File: src/rtl/async_fifo_pkg.sv
// Shared types and default configuration for the FIFO write-side arbiter.
package async_fifo_pkg;

    localparam int unsigned DEFAULT_DATA_WIDTH     = 32;
    localparam int unsigned DEFAULT_NUM_REQ        = 4;
    localparam int unsigned DEFAULT_TIMEOUT_CYCLES = 64;

    // IDLE arbitrates; LOCK owns the FIFO write port until a packet's last beat.
    typedef enum logic [0:0] {
        IDLE = 1'b0,
        LOCK = 1'b1
    } arb_state_t;

endpackage

File: src/rtl/async_fifo_rr_pick.sv
// Round-robin pick: first set bit of valid at or after rr_ptr, wrapping modulo NUM_REQ.
module async_fifo_rr_pick #(
    parameter int unsigned NUM_REQ = 4,
    parameter int unsigned IDX_W   = $clog2(NUM_REQ)
) (
    input  logic [NUM_REQ-1:0] valid,
    input  logic [IDX_W-1:0]   rr_ptr,
    output logic               found,
    output logic [IDX_W-1:0]   index
);

    // Scan upward from rr_ptr; the first hit wins.
    always_comb begin
        int unsigned cand;
        cand  = 0;
        found = 1'b0;
        index = '0;
        for (int unsigned k = 0; k < NUM_REQ; k++) begin
            cand = (32'(rr_ptr) + k) % NUM_REQ;
            if (!found && valid[IDX_W'(cand)]) begin
                found = 1'b1;
                index = IDX_W'(cand);
            end
        end
    end

endmodule

File: src/rtl/async_fifo_wr_arb.sv
// Packet-atomic round-robin arbiter feeding the write side of an async FIFO.
// Optional stall watchdog enabled by defining ASYNC_FIFO_ARB_TIMEOUT_EN.
module async_fifo_wr_arb
    import async_fifo_pkg::*;
#(
    parameter int unsigned DATA_WIDTH     = DEFAULT_DATA_WIDTH,
    parameter int unsigned NUM_REQ        = DEFAULT_NUM_REQ,
    parameter int unsigned TIMEOUT_CYCLES = DEFAULT_TIMEOUT_CYCLES
) (
    input  logic                          wr_clk,
    input  logic                          wr_rst_n,
    input  logic [NUM_REQ-1:0]            req_valid,
    input  logic [NUM_REQ*DATA_WIDTH-1:0] req_data,
    input  logic [NUM_REQ-1:0]            req_last,
    output logic [NUM_REQ-1:0]            req_ready,
    output logic                          fifo_wr_en,
    output logic [DATA_WIDTH-1:0]         fifo_wr_data,
    input  logic                          fifo_wr_full,
    output logic                          arb_busy,
    output logic [$clog2(NUM_REQ)-1:0]    arb_grant_id,
    output logic                          arb_timeout_err
);

    localparam int unsigned IDX_W = $clog2(NUM_REQ);

    arb_state_t       state;
    logic [IDX_W-1:0] grant;
    logic [IDX_W-1:0] rr_ptr;
    logic [IDX_W-1:0] next_ptr;
    logic [IDX_W-1:0] pick_idx;
    logic             pick_found;
    logic             grant_valid;
    logic             accept;
    logic             tmo_hit;

    async_fifo_rr_pick #(
        .NUM_REQ (NUM_REQ),
        .IDX_W   (IDX_W)
    ) u_rr_pick (
        .valid  (req_valid),
        .rr_ptr (rr_ptr),
        .found  (pick_found),
        .index  (pick_idx)
    );

    // Beat handshake for the granted requester and the pointer value after it.
    always_comb begin
        grant_valid = req_valid[grant];
        accept      = (state == LOCK) && grant_valid && !fifo_wr_full;
        next_ptr    = (grant == IDX_W'(NUM_REQ - 1)) ? '0 : grant + IDX_W'(1);
    end

`ifdef ASYNC_FIFO_ARB_TIMEOUT_EN
    localparam int unsigned CNT_W = $clog2(TIMEOUT_CYCLES + 1);

    logic [CNT_W-1:0] tmo_cnt;
    logic             tmo_err;

    // Fires on the cycle that would bring the idle-valid count up to the limit.
    assign tmo_hit = (state == LOCK) && !grant_valid &&
                     (tmo_cnt == CNT_W'(TIMEOUT_CYCLES - 1));

    // Count LOCK cycles with the owner's valid low; a full-stalled valid beat holds.
    always_ff @(posedge wr_clk or negedge wr_rst_n) begin
        if (!wr_rst_n) begin
            tmo_cnt <= '0;
            tmo_err <= 1'b0;
        end else begin
            if (state != LOCK || accept || tmo_hit) begin
                tmo_cnt <= '0;
            end else if (!grant_valid) begin
                tmo_cnt <= tmo_cnt + CNT_W'(1);
            end
            if (tmo_hit) begin
                tmo_err <= 1'b1;
            end
        end
    end

    assign arb_timeout_err = tmo_err;
`else
    assign tmo_hit         = 1'b0;
    assign arb_timeout_err = 1'b0;
`endif

    // Arbitration FSM: grant in IDLE, release after the last beat (or a watchdog hit).
    always_ff @(posedge wr_clk or negedge wr_rst_n) begin
        if (!wr_rst_n) begin
            state  <= IDLE;
            grant  <= '0;
            rr_ptr <= '0;
        end else begin
            case (state)
                IDLE: begin
                    if (pick_found) begin
                        grant <= pick_idx;
                        state <= LOCK;
                    end
                end
                LOCK: begin
                    if ((accept && req_last[grant]) || tmo_hit) begin
                        state  <= IDLE;
                        rr_ptr <= next_ptr;
                    end
                end
                default: state <= IDLE;
            endcase
        end
    end

    // Write-port outputs follow the live inputs so beats pass with no added latency.
    always_comb begin
        req_ready = '0;
        if (state == LOCK) begin
            req_ready[grant] = !fifo_wr_full;
        end
        fifo_wr_en   = accept;
        fifo_wr_data = req_data[grant*DATA_WIDTH +: DATA_WIDTH];
        arb_busy     = (state == LOCK);
        arb_grant_id = grant;
    end

endmodule

File: config.mk
export PLATFORM = sky130hd
export DESIGN_NAME = async_fifo_wr_arb
export DESIGN_NICKNAME = d
export VERILOG_FILES = /design/src/rtl/async_fifo_pkg.sv /design/src/rtl/async_fifo_rr_pick.sv /design/src/rtl/async_fifo_wr_arb.sv
export SDC_FILE = /design/constraint.sdc
export NUM_CORES = 1
export LEC_CHECK = 0
export BUFFER_PORTS_ARGS = -buffer_cell sky130_fd_sc_hd__buf_2
export CAP_MARGIN = 25
export CORE_AREA = 2 2 69 71
export DETAILED_ROUTE_END_ITERATION = 8
export DIE_AREA = 0 0 71 73
export PLACE_DENSITY_LB_ADDON = 0.2
export SYNTH_ARGS = -nofsm -noshare
export SYNTH_HDL_FRONTEND = slang
export SYNTH_HIERARCHICAL = 1
export SYNTH_SLANG_ARGS = --single-unit
File: constraint.sdc
create_clock -name wr_clk -period 2 [get_ports wr_clk]
set_input_delay 0.1 -clock wr_clk [delete_from_list [all_inputs] [get_ports wr_clk]]
set_output_delay 0.1 -clock wr_clk [all_outputs]
set_load 0.05 [all_outputs]
---- Word level (Yosys, flattened, before mapping) ----
Cells that the tools add are included.
cells by class
  $add $sub $neg .......................... 4
  order comparisons ....................... 6
  equal/unequal tests ..................... 1
  shifts and indexed selects .............. 1
  multiplexer cells ....................... 27
  bitwise logic cells ..................... 2
  reduce and logical (&&, ||, !) cells .... 13
operator list
  operator                                                                             count
  128-bit by 8-bit indexed part select with 32-bit output                              1
  2-bit by 3-bit < comparator with 1-bit output, second input constant                 5
  1-bit 2-to-1 mux                                                                     13
  1-bit binary-select mux with 2-bit select                                            6
  2-bit 2-to-1 mux                                                                     5
  1-bit logical AND                                                                    7
  2-bit by 1-bit adder with 2-bit output, second input constant                        2
  2-bit adder, second input constant                                                   2
  4-bit AND                                                                            1
  1-bit logical NOT                                                                    4
  4-bit 2-to-1 mux                                                                     1
  2-bit AND reduction                                                                  2
  1-bit demux with 2-bit select                                                        1
  2-bit == test, second input constant                                                 1
  2-bit by 1-bit greater-or-equal comparator with 1-bit output, second input constant  1
  1-bit case mux with 2 select lines                                                   1
  1-bit NOT                                                                            1
word-level totals
  bits in registers ....................... 5
  input bits .............................. 139
  output and inout port bits .............. 41
  word-level logic and storage cells ...... 57

---- Longest topological paths before layout ----
  depth after elaboration ................. 14
  mapped depth ............................ 5
  gate-level depth less buffers ........... 5

---- Modules after synthesis ----
The synthesis kept the hierarchy.
by module, submodules not included
  module              times used  cells an instance  area an instance (um^2)  seq. area each (um^2)
  async_fifo_wr_arb   1           74                 1,123.6                  125.1
  async_fifo_rr_pick  1           15                 77.6                     0.0

---- Least setup slack after synthesis ----
No wires, ideal clock.
  path kind ............................... reg-to-reg
  start ................................... reg grant[0], in the netlist arb_grant_id[0]
  end ..................................... reg rr_ptr[0]
  setup time .............................. 0.128 ns
  data arrival time ....................... 2.119 ns
  data required time ...................... 1.872 ns
  path slack .............................. -0.246 ns
  stages on the path, launching flop included .. 6
  path buffers ............................ 1
  period minus slack after synthesis ...... 2.246 ns
  path through ............................ dfrtp_1 > buf_6 > or3b_1 > o22ai_2 > nand2_2 > mux2_1
between the ends
  longest elaborated chain between the ends .. 6
  elaborated cells on any way between the ends .. 11
  classes of those cells .................. 1 x add/sub; 1 x eq/ne; 5 x mux; 4 x reduce/logical
ends and longest elaborated chain
  what                                       line                      source
  start: declaration                         async_fifo_wr_arb.sv:27   logic [IDX_W-1:0] grant;
  start signal: assignment                   async_fifo_wr_arb.sv:96   grant <= pick_idx;
  1-bit binary-select mux with 2-bit select  async_fifo_wr_arb.sv:48   grant_valid = req_valid[grant];
  1-bit 2-to-1 mux (implied by the code)     async_fifo_wr_arb.sv:48
  1-bit logical AND (2 in series)            async_fifo_wr_arb.sv:49   accept = (state == LOCK) && grant_valid && !fifo_wr_full;
  named net fifo_wr_en                       async_fifo_wr_arb.sv:16   output logic fifo_wr_en,
  1-bit logical AND                          async_fifo_wr_arb.sv:101  if ((accept && req_last[grant]) || tmo_hit) begin
  2-bit AND reduction (no line)              --
  end signal: assignment                     async_fifo_wr_arb.sv:103  rr_ptr <= next_ptr;
  end: declaration                           async_fifo_wr_arb.sv:28   logic [IDX_W-1:0] rr_ptr;
The timed path passes the listed nets, and every way through them passes these cells. The select of a mux whose other input is x is not followed.
A chain may end at the register's enable or synchronous reset.

---- Final worst setup path ----
  start ................................... reg grant[0], in the netlist arb_grant_id[0]
  end ..................................... out fifo_wr_data[0]
between the ends
  longest elaborated chain between the ends .. 1
ends and longest elaborated chain
  what                                                     line                      source
  128-bit by 8-bit indexed part select with 32-bit output  async_fifo_wr_arb.sv:118  fifo_wr_data = req_data[grant*DATA_WIDTH +: DATA_WIDTH];
  end: declaration                                         async_fifo_wr_arb.sv:17   output logic [DATA_WIDTH-1:0] fifo_wr_data,
No other way between the ends.

==> impl_metrics.toml <==
[outcome]
status = "finished, final reports clean"

[synth]
yosysMostFrequentCell = "mux4_2"
ys_seq_area_frac = 0.104
synth_commonest_cells = "mux4_2 (33), inv_1 (6), dfrtp_1 (5)"
synthArstFlopShare = 1.00
yosysWarnings = 6
synth_top_family_by_area = "multiplexers"
synthCells = 89
synth_cell_type_count = 28
synth_edf_count = 0
synth_adder_area_share = 0.0417
yosysTopAreaCell = "mux4_2"
synth_seq_cells = 5
synth.avg_cell_area_um2 = 13.5
synthSimpleGateAreaFrac = 0.0719
synth_top_area_share = 0.619
syn-num-nets = 232
synth_compound_area_frac = 0.0615
synth_area_um2 = 1200
ys.flop_type = "dfrtp_1"
synth_area_leaders = "mux4_2 (62%), dfrtp_1 (10%), ha_1 (4.2%), and2_1 (2.1%), inv_1 (1.9%)"
synth.area.mux_share = 0.654
synth_xor_area_frac = 0

[power_and_ir_drop]
switchingPower_uw = 2040
power_density_nw_per_um2 = 1510
ir_worst_vdd_mv = 0.993
power.leakage_uw = 0.00115
pwr-share-seq = 0.074
intPower_uw = 1340
switching_share = 0.603
pwr-share-comb = 0.870
pwr-share-clk = 0.056

[global_route]
track_usage = 0.175
grt_max_degree = 18
grt_overflow_total = 0
grt_pass1_wl_mm = 7.23
grt_pass1_vias = 1491
antenna_found_initial = 1

[timing]
final_hold_viol_count = 0
layout_setup_ws_ns = 0.213
setup_viol = 0
whs_ns = 0.220
timing.final.crit_period_ns = 1.79
rsz0062_at_grt = "no"
maxSlewViolCount = 0
fmax_mhz = 560
skew_ns = 0.00153
post-route-period-util = 0.893

[critical_path]
cp_slowest_cell = "mux4_2"
critPathMaxStageDelay_ns = 0.52
end_kind = "primary output"
crit_type = "flop to primary output"
r2r_setup_slack_ns = 0.42
worst-r2r-cell-count = 3
start_kind = "flop"
crit-reg2reg-launch = "arb_grant_id[0]"
r2r_end = "rr_ptr[0]"
crit_chain = "buf_12, mux4_2, buf_2"
cp.required_ns = 1.90
worst-path-max-fanout = 15
arrival_ns = 1.69

[die]
die-height_um = 73
dieArea_um2 = 5180
start_util = 0.265
num_rows = 25
die_w_um = 71
core-area_um2 = 4540
pin_count = 180

[clocking]
clk_pin_slew_ns = 0.04
cts_resized = 0
cts_root_buffer = "clkbuf_8"
cts_tree = "done"
cts.sinks = 5
clk_path_buf_depth = 2
numCtsBuffers = 3
clk_latency_ns = 0.22
htree_levels = 1

[routing]
wl_per_cell_um = 15.7
firstDrtPassIters = 4
routed-via-count = 1561
antenna_left = 0
drt_iter0_markers = 42
vias_per_cell = 4.86
wl_mm = 5.03
route.detailed.drc = 0

[finish]
fill_cells = 443
drive_above_1_share = 0.850
fin_nets = 411
syn_to_final_growth_pct = 86.6
post-route-util = 0.494
diodes = 0

[run]
maxCapViolCount = 0

[placement]
port_buffers = 178
gp_congestion = 0.760
dp.final_hpwl_mm = 4.46
dp_slack_ns = 0.416

[min_path]
min_path_type = "primary input to asynchronous set/reset pin"
-- worst max path at each step --
stage	start	end	depth (start not counted)
final	arb_grant_id[0]	fifo_wr_data[0]	3
after global routing	arb_grant_id[0]	fifo_wr_data[27]	3
after global placement	arb_grant_id[0]	rr_ptr[0]	3
after detailed placement	arb_grant_id[0]	rr_ptr[1]	3
after floorplan	arb_grant_id[0]	rr_ptr[0]	5
after CTS	arb_grant_id[0]	fifo_wr_data[20]	3
-- through the flow --
step / setup TNS (ns) / total power, uW / std cells / instance area [um2]
2_1_floorplan: -0.0196 / 2580 / 89 / 1220
3_3_place_gp: 0 / 3200 / 316 / 2190
3_5_place_dp: 0 / 3210 / 316 / 2190
4_1_cts: 0 / 3410 / 321 / 2240
5_1_grt: 0 / 3550 / 321 / 2240
6_report: 0 / 3370 / 321 / 2240
-- layout make-up --
| type | count | area [um2] | share of cell area |
|---|---|---|---|
| Multi-Input combinational cell | 68 | 1020 | 0.454 |
| Timing Repair Buffer | 183 | 956 | 0.427 |
| Inverter | 7 | 26.3 | 0.0117 |
| Tap cell | 54 | 67.6 | 0.0302 |
| Sequential cell | 5 | 129 | 0.0575 |
| Clock buffer | 4 | 45.0 | 0.0201 |
-- timing repair --
item                                    in CTS  in global routing
buffers inserted                             0                  0
hold buffers                                 1                  0
endpoints found under the hold margin        5                  0
endpoints found under the setup margin       0                  0
-- state kept, by name, summed over array words and instances, names as in the netlist --
name	count
arb_busy	1
arb_grant_id	2
rr_ptr	2
-- per-layer routing --
| layer | track usage | wire (um) | vias up |
|---|---|---|---|
| li1 | - | - | 732 |
| met1 | 0.204 | 1890 | 746 |
| met2 | 0.331 | 2730 | 73 |
| met3 | 0.0414 | 365 | 8 |
| met4 | 0.0294 | 43 | 2 |
| met5 | 0 | 7 | - |
-- placed cells by master, fill, tap and decap left out, types with 3 or more instances in the layout --
cell type    n
o21ai_0      3
dfrtp_2      3
clkbuf_8     3
a21oi_1      4
and2_1       4
buf_2      178
inv_1        6
ha_1         4
mux4_2      33
-- critical path, delay by kind of cell (launching register included) --
family	cells	cell delay, ns
multiplexers	1	0.52
buffers and inverters	2	0.44
flip-flops	1	0.50
-- cell families after synthesis --
logic type | count (synthesis)
adder cells (fa/ha/maj) | 4
AND/OR/NAND/NOR | 15
buffers and inverters | 16
flip-flops | 5
other | 1
AO/OA/AOI/OAI | 11
multiplexers | 37
-- power groups by stage --
stage	logic [uW]	registers (uW)	clock network, uW
finish	2940	250	189
global route	3080	263	209
CTS	2960	252	196
detailed placement	2950	253	0
global placement	2950	251	0
floorplan	2310	275	0
Note: power is estimated with default switching activity, not from simulation.
